### config.mk
export PLATFORM = sky130hd
export DESIGN_NAME = bpsk_tx_flat
export DESIGN_NICKNAME = d
export VERILOG_FILES = /design/src/rtl/bpsk_tx_pkg.sv /design/src/rtl/bpsk_tx_if.sv /design/src/rtl/bpsk_cordic_sin.sv /design/src/rtl/bpsk_tx.sv /design/src/flat_wrapper.sv
export SDC_FILE = /design/constraint.sdc
export NUM_CORES = 2
export LEC_CHECK = 0
export ABC_AREA = 1
export BUFFER_PORTS_ARGS = -buffer_cell sky130_fd_sc_hd__buf_2
export CORE_MARGIN = 1
export CORE_UTILIZATION = 50
export CTS_CLUSTER_DIAMETER = 40
export DETAILED_ROUTE_END_ITERATION = 10
export PLACE_DENSITY_LB_ADDON = 0.25
export SETUP_SLACK_MARGIN = 0.02
export SYNTH_ARGS = -nofsm -noshare
export SYNTH_HDL_FRONTEND = slang
export SYNTH_HIERARCHICAL = 1
export SYNTH_SLANG_ARGS = --single-unit
### constraint.sdc
create_clock -name clk -period 2.96 [get_ports clk]
set_clock_uncertainty 0.2 [all_clocks]
set_input_delay 0.296 -clock clk [delete_from_list [all_inputs] [get_ports clk]]
set_output_delay 0.296 -clock clk [all_outputs]
set_load 0.1 [all_outputs]
### src/rtl/bpsk_tx_pkg.sv
// Shared constants, types and arithmetic helpers for the BPSK transmitter.
// The CORDIC step, atan table and output saturation live here so every stage uses the same definitions.
package bpsk_tx_pkg;

    localparam int ITER    = 16;
    localparam int DATA_W  = 16;
    localparam int INT_W   = 18;
    localparam int PHASE_W = 32;

    typedef logic        [PHASE_W-1:0] phase_t;
    typedef logic signed [INT_W-1:0]   xy_t;
    typedef logic signed [PHASE_W-1:0] z_t;
    typedef logic signed [DATA_W-1:0]  sample_t;

    localparam xy_t     X0      = 18'sd19896;
    localparam sample_t OUT_MAX = 16'sd32767;

    typedef struct packed {
        xy_t  x;
        xy_t  y;
        z_t   z;
        logic b;
        logic v;
    } cordic_stage_t;

    // atan(2^-i) scaled so that 2^32 is one full turn
    function automatic z_t atan_lut(input logic [3:0] i);
        z_t a;
        case (i)
            4'd0:    a = 32'sh2000_0000;
            4'd1:    a = 32'sh12E4_051E;
            4'd2:    a = 32'sh09FB_385B;
            4'd3:    a = 32'sh0511_11D4;
            4'd4:    a = 32'sh028B_0D43;
            4'd5:    a = 32'sh0145_D7E1;
            4'd6:    a = 32'sh00A2_F61E;
            4'd7:    a = 32'sh0051_7C55;
            4'd8:    a = 32'sh0028_BE53;
            4'd9:    a = 32'sh0014_5F2F;
            4'd10:   a = 32'sh000A_2F98;
            4'd11:   a = 32'sh0005_17CC;
            4'd12:   a = 32'sh0002_8BE6;
            4'd13:   a = 32'sh0001_45F3;
            4'd14:   a = 32'sh0000_A2FA;
            4'd15:   a = 32'sh0000_517D;
            default: a = 32'sd0;
        endcase
        return a;
    endfunction

    function automatic cordic_stage_t cordic_step(input cordic_stage_t s, input logic [3:0] i);
        cordic_stage_t n;
        xy_t           xs;
        xy_t           ys;
        z_t            a;
        n  = s;
        xs = s.x >>> i;
        ys = s.y >>> i;
        a  = atan_lut(i);
        // rotate toward zero residual angle
        if (s.z[PHASE_W-1] == 1'b0) begin
            n.x = s.x - ys;
            n.y = s.y + xs;
            n.z = s.z - a;
        end else begin
            n.x = s.x + ys;
            n.y = s.y - xs;
            n.z = s.z + a;
        end
        return n;
    endfunction

    function automatic sample_t sat_out(input xy_t v);
        sample_t r;
        if (v > 18'sd32767) begin
            r = OUT_MAX;
        end else if (v < -18'sd32767) begin
            r = -OUT_MAX;
        end else begin
            r = v[DATA_W-1:0];
        end
        return r;
    endfunction

endpackage

### src/rtl/bpsk_tx_if.sv
// Data bit, carrier phase increment and modulated sample exchanged with the transmitter.
interface bpsk_tx_if;
    import bpsk_tx_pkg::*;

    logic    bit_in;
    phase_t  phase_step;
    sample_t bpsk_out;

    modport master (output bit_in, output phase_step, input  bpsk_out);
    modport slave  (input  bit_in, input  phase_step, output bpsk_out);
endinterface

### src/rtl/bpsk_cordic_sin.sv
// Fully pipelined rotation-mode CORDIC: one register for quadrant folding, then one per iteration.
// The data bit and a valid flag ride along as sideband so each sine stays paired with its own bit.
module bpsk_cordic_sin
    import bpsk_tx_pkg::*;
(
    input  logic   clk,
    input  logic   rst,
    input  logic   i_valid,
    input  phase_t i_angle,
    input  logic   i_bit,
    output logic   o_valid,
    output xy_t    o_sin,
    output logic   o_bit
);

    cordic_stage_t [ITER:0] r_stage;
    cordic_stage_t          w_pre;
    logic                   w_neg;
    logic                   w_unused_z;

    // quadrants 1 and 2 are shifted by 180 deg, so start from -X0 to compensate
    assign w_neg = i_angle[31] ^ i_angle[30];

    // fold the input angle into -90..+90 deg
    always_comb begin
        w_pre   = '0;
        w_pre.x = w_neg ? -X0 : X0;
        w_pre.y = '0;
        w_pre.z = {i_angle[30], i_angle[30:0]};
        w_pre.b = i_bit;
        w_pre.v = i_valid;
    end

    // pre-rotation register followed by one register per iteration
    always_ff @(posedge clk) begin
        if (rst) begin
            r_stage <= '0;
        end else begin
            r_stage[0] <= w_pre;
            for (int i = 0; i < ITER; i++) begin
                r_stage[i+1] <= cordic_step(r_stage[i], 4'(i));
            end
        end
    end

    assign o_valid    = r_stage[ITER].v;
    assign o_sin      = r_stage[ITER].y;
    assign o_bit      = r_stage[ITER].b;
    assign w_unused_z = ^{r_stage[ITER].z, r_stage[ITER].x};

endmodule

### src/rtl/bpsk_tx.sv
// BPSK transmitter: phase accumulator, per-sample capture of phase and bit, CORDIC sine, and
// sign mapping with symmetric saturation into a registered output.
module bpsk_tx
    import bpsk_tx_pkg::*;
(
    input  logic         clk,
    input  logic         rst,
    bpsk_tx_if.slave     bus
);

    phase_t  r_acc;
    phase_t  r_cap_p;
    logic    r_cap_b;
    logic    r_cap_v;
    sample_t r_out;

    logic    w_v;
    xy_t     w_y;
    logic    w_b;
    xy_t     w_mapped;
    sample_t w_out;

    // accumulator and capture of the pre-update phase with its bit
    always_ff @(posedge clk) begin
        if (rst) begin
            r_acc   <= '0;
            r_cap_p <= '0;
            r_cap_b <= 1'b0;
            r_cap_v <= 1'b0;
        end else begin
            r_acc   <= r_acc + bus.phase_step;
            r_cap_p <= r_acc;
            r_cap_b <= bus.bit_in;
            r_cap_v <= 1'b1;
        end
    end

    bpsk_cordic_sin u_cordic (
        .clk     (clk),
        .rst     (rst),
        .i_valid (r_cap_v),
        .i_angle (r_cap_p),
        .i_bit   (r_cap_b),
        .o_valid (w_v),
        .o_sin   (w_y),
        .o_bit   (w_b)
    );

    assign w_mapped = w_b ? w_y : -w_y;

    // samples still flushing out after reset are forced to zero
    always_comb begin
        w_out = '0;
        if (w_v) begin
            w_out = sat_out(w_mapped);
        end else begin
            w_out = '0;
        end
    end

    // output register
    always_ff @(posedge clk) begin
        if (rst) begin
            r_out <= '0;
        end else begin
            r_out <= w_out;
        end
    end

    assign bus.bpsk_out = r_out;

endmodule

### src/flat_wrapper.sv
// flat-port wrapper written by rule: the top's interface ports become plain ports
module bpsk_tx_flat import bpsk_tx_pkg::*;
  (clk, rst, bus_bit_in, bus_phase_step, bus_bpsk_out);
  bpsk_tx_if bus_i ();
  input  logic clk;
  input  logic rst;
  input wire logic [$bits(bus_i.bit_in)-1:0] bus_bit_in;
  input wire logic [$bits(bus_i.phase_step)-1:0] bus_phase_step;
  output wire logic [$bits(bus_i.bpsk_out)-1:0] bus_bpsk_out;
  assign bus_i.bit_in = bus_bit_in;
  assign bus_i.phase_step = bus_phase_step;
  assign bus_bpsk_out = bus_i.bpsk_out;
  bpsk_tx u_core (.clk(clk), .rst(rst), .bus(bus_i));
endmodule
==> out/results.tsv <==
stage	metric	value	unit
layout	drive_gt1_share	7.82	%
sta	holdWs	184	ps
worst_setup_path	cp.arrival	3370	ps
worst_setup_path	cp.required	3450	ps
job	cap_viol_max_count	0	
run_status	outcome	finished clean	
grt	grt_pass1_vias	84500	
sta	min_period_over_period	97.2	%
clock_tree	cts_num_sinks	1111	
sta	fmax	0.348	GHz
synth	synth_top_family_by_area	simple AND/OR/NAND/NOR gates	
synth	postSynthCellCount	14700	
clock_tree	numCtsBuffers	188	
floorplan	coreArea	0.181	mm2
clock_tree	clock-root-buffer	clkbuf_16	
grt	gr-usage-all-layers	27.8	%
worst_setup_path	cp-end-kind	register	
placed_design	dp_cells	17200	
clock_tree	clock_latency	850	ps
synth	muxShareOfSynthArea	0	%
layout	stdcell_count	17600	
floorplan	die_area	0.184	mm2
routing	drtIter0Drc	6583	
sta	finalCriticalPeriod	2880	ps
sta	maxSlewViolCount	0	
synth	synth_compound_area_share	16.1	%
floorplan	num_io_pins	51	
floorplan	die_height	429	um
routing	drcViolationCount	0	
layout	nets	16200	
synth	syn_area	0.0910	mm2
sta	rsz0062_at_grt	yes	
routing	vias	92200	
synth	ys_types	55	
clock_tree	clkTransAtPathRegs	60	ps
routing	totalWireLength	265000	um
placed_design	gp_congestion	0.969	
synth	synth_fp_nets	15800	
sta	final-setup-viol-count	0	
worst_setup_path	setup.worst_path.start_class	register	
clock_tree	clk_path_buf_depth	3	
sta	worst_slew_pin_slew	865	ps
routing	dr.pass1.iters	6	
synth	postSynthAreaPerCell	6.17	um2
grt	globalRouteOverflowTotal	0	
min_path	hold_class	reg -> reg	
synth	yosys_warnings	6	
placed_design	io_buffers	50	
floorplan	die_w	429	um
sta	final-hold-violation-count	0	
routing	wire_per_inst	15.0	um
layout	area_delta_synth_final	14.6	%
placed_design	post-dp-hpwl	212000	um
synth	synth_xor_area_share	2.20	%
grt	antenna_found_initial	3	
clock_tree	cts_max_level	4	
floorplan	rows	156	
routing	route.antenna.remaining_nets	0	
synth	synth-adder-area-share	14.5	%
synth	synth-seq-cells	1111	
grt	grt_pass1_wl	425000	um
routing	via_per_inst	5.23	
clock_tree	tritoncts	done	
synth	seq_area_frac_synth	24.4	%
synth	synth-simple-area-share	33.1	%
sta	maxSlewHeadroom	42.3	%
worst_setup_path	critPathKind	reg -> reg	
floorplan	start_util	50.4	%
worst_setup_path	worstPathMaxFanout	4	
grt	grt_max_degree	141	
timing repair:
item,4_1_cts,5_1_grt
buffers inserted,0,28
hold buffers,51,0
setup endpoints to repair,2,280
endpoints found under the hold margin,352,0
pin swaps,0,108
resized for setup,1,521
gates cloned,0,1
placed cells by master (no fill, tap or decap), types with 22 or more instances in the layout:
master	instances
a31oi_1	25
inv_1	2071
nand3_2	29
nor2_2	105
dlygate4sd3_1	51
inv_8	23
a21oi_1	1338
clkinvlp_4	23
nand2_2	70
clkinv_4	22
nand3b_1	46
xor2_1	169
o21a_1	146
buf_2	49
ha_2	40
nand4_1	92
inv_2	37
a21oi_2	79
nor3_2	36
clkbuf_16	188
xnor2_1	55
buf_4	218
buf_12	23
o21ai_0	614
nor2_1	2027
o21ai_1	84
and2_1	45
dfxtp_1	1087
nor3_1	122
nand2_1	3965
fa_1	40
nand3_1	816
ha_4	32
a21o_1	144
inv_6	31
o21ai_2	35
dfxtp_2	23
o21bai_1	104
ha_1	918
layout make-up:
| class | instances | area (um2) |
|---|---|---|
| fillers | 17900 | 76400 |
| well taps | 2370 | 2970 |
| multi-input cells | 11300 | 61600 |
| repair inverters | 1 | 5.00 |
| inverters | 2116 | 7960 |
| flip-flops and latches | 1111 | 22300 |
| repair buffers | 347 | 2920 |
| clock buffers | 211 | 4920 |
| clock inverters | 140 | 1660 |
| diodes | 3 | 7.51 |
cell families after synthesis:
kind of cell             count (synthesis)
AND/OR/NAND/NOR                       7414
AO/OA/AOI/OAI                         2667
buffers and inverters                 2299
flip-flops                            1111
adder cells (fa/ha/maj)               1030
XOR/XNOR                               227
metrics by stage:
stage | TNS, ps | worst slack, ps | cell area [um2] | util, %
after floorplan | 0 | 65.4 | 91000 | -
after global placement | 0 | 23.4 | 95300 | 52.7
after detailed placement | 0 | 11.1 | 95300 | 52.7
after CTS | 0 | 26.7 | 102000 | 56.7
after global routing | -601 | -84.0 | 104000 | 57.7
final | 0 | 83.4 | 104000 | 57.7
state kept, by name, indices dropped and copies added (netlist names), 16 cells and up:
signal and cells:
u_core/u_cordic/r_stage 1009, u_core/r_acc 32, u_core/r_cap_p 32, u_core/u_cordic/o_sin 18, u_core/bus.bpsk_out 16
worst paths after layout:
path                           startpoint                            to  slack [ps]  depth (start not counted)
min           u_core/u_cordic/r_stage[31]  u_core/u_cordic/r_stage[102]         180                          1
max reg2reg  u_core/u_cordic/r_stage[265]  u_core/u_cordic/r_stage[327]          80                         16
min reg2reg   u_core/u_cordic/r_stage[31]  u_core/u_cordic/r_stage[102]         180                          1
max          u_core/u_cordic/r_stage[265]  u_core/u_cordic/r_stage[327]          80                         16
synthesized netlist by cell type, drive strengths merged:
cell type / count / area [um2]
nor4: 21 / 131
ha: 990 / 12400
o22ai: 2 / 12.5
fa: 40 / 801
nor2: 2144 / 8200
xnor2: 57 / 514
o221ai: 1 / 8.76
xor2: 170 / 1490
and3: 4 / 25.0
a211oi: 1 / 7.51
nor3: 163 / 916
a21oi: 1418 / 7100
nand3b: 46 / 345
clkinv: 3 / 11.3
o21bai: 112 / 863
nand2: 4038 / 15200
o221a: 1 / 11.3
nand4: 92 / 576
nand3: 847 / 4300
clkbuf: 72 / 272
and2: 45 / 282
a31oi: 26 / 163
nor3b: 1 / 7.51
dfxtp: 1111 / 22200
o21ai: 736 / 3710
a21o: 144 / 1080
buf: 111 / 603
a21boi: 33 / 248
o211ai: 5 / 37.5
o41ai: 1 / 8.76
o21a: 146 / 1100
or2: 13 / 81.3
o31ai: 28 / 210
o2111ai: 12 / 105
inv: 2113 / 7930
a22oi: 1 / 7.51
worst max-delay path, cell delays in order, from the launching register on:
cell and delay [ps]:
dfxtp_2 320, inv_2 70, ha_4 150, nand3_4 80, nor3_4 190, buf_6 150
inv_4 40, o31ai_4 210, xor2_1 220, ha_1 310, a21o_1 230, nor2_2 130
buf_4 120, o21a_1 120, nand3_1 70, nand2_1 60, nor2_1 40
per-layer routing:
| layer | up-vias | global-route usage [%] | routed length (um) |
|---|---|---|---|
| li1 | 48400 | - | - |
| met3 | 494 | 3.05 | 13500 |
| met5 | - | 0 | 0 |
| met4 | 0 | 9.22 | 8530 |
| met2 | 2395 | 47.7 | 122000 |
| met1 | 40900 | 36.0 | 120000 |
Power is not shown: default switching activity piles up to over one toggle a cycle in this logic, so the estimate is an artifact.
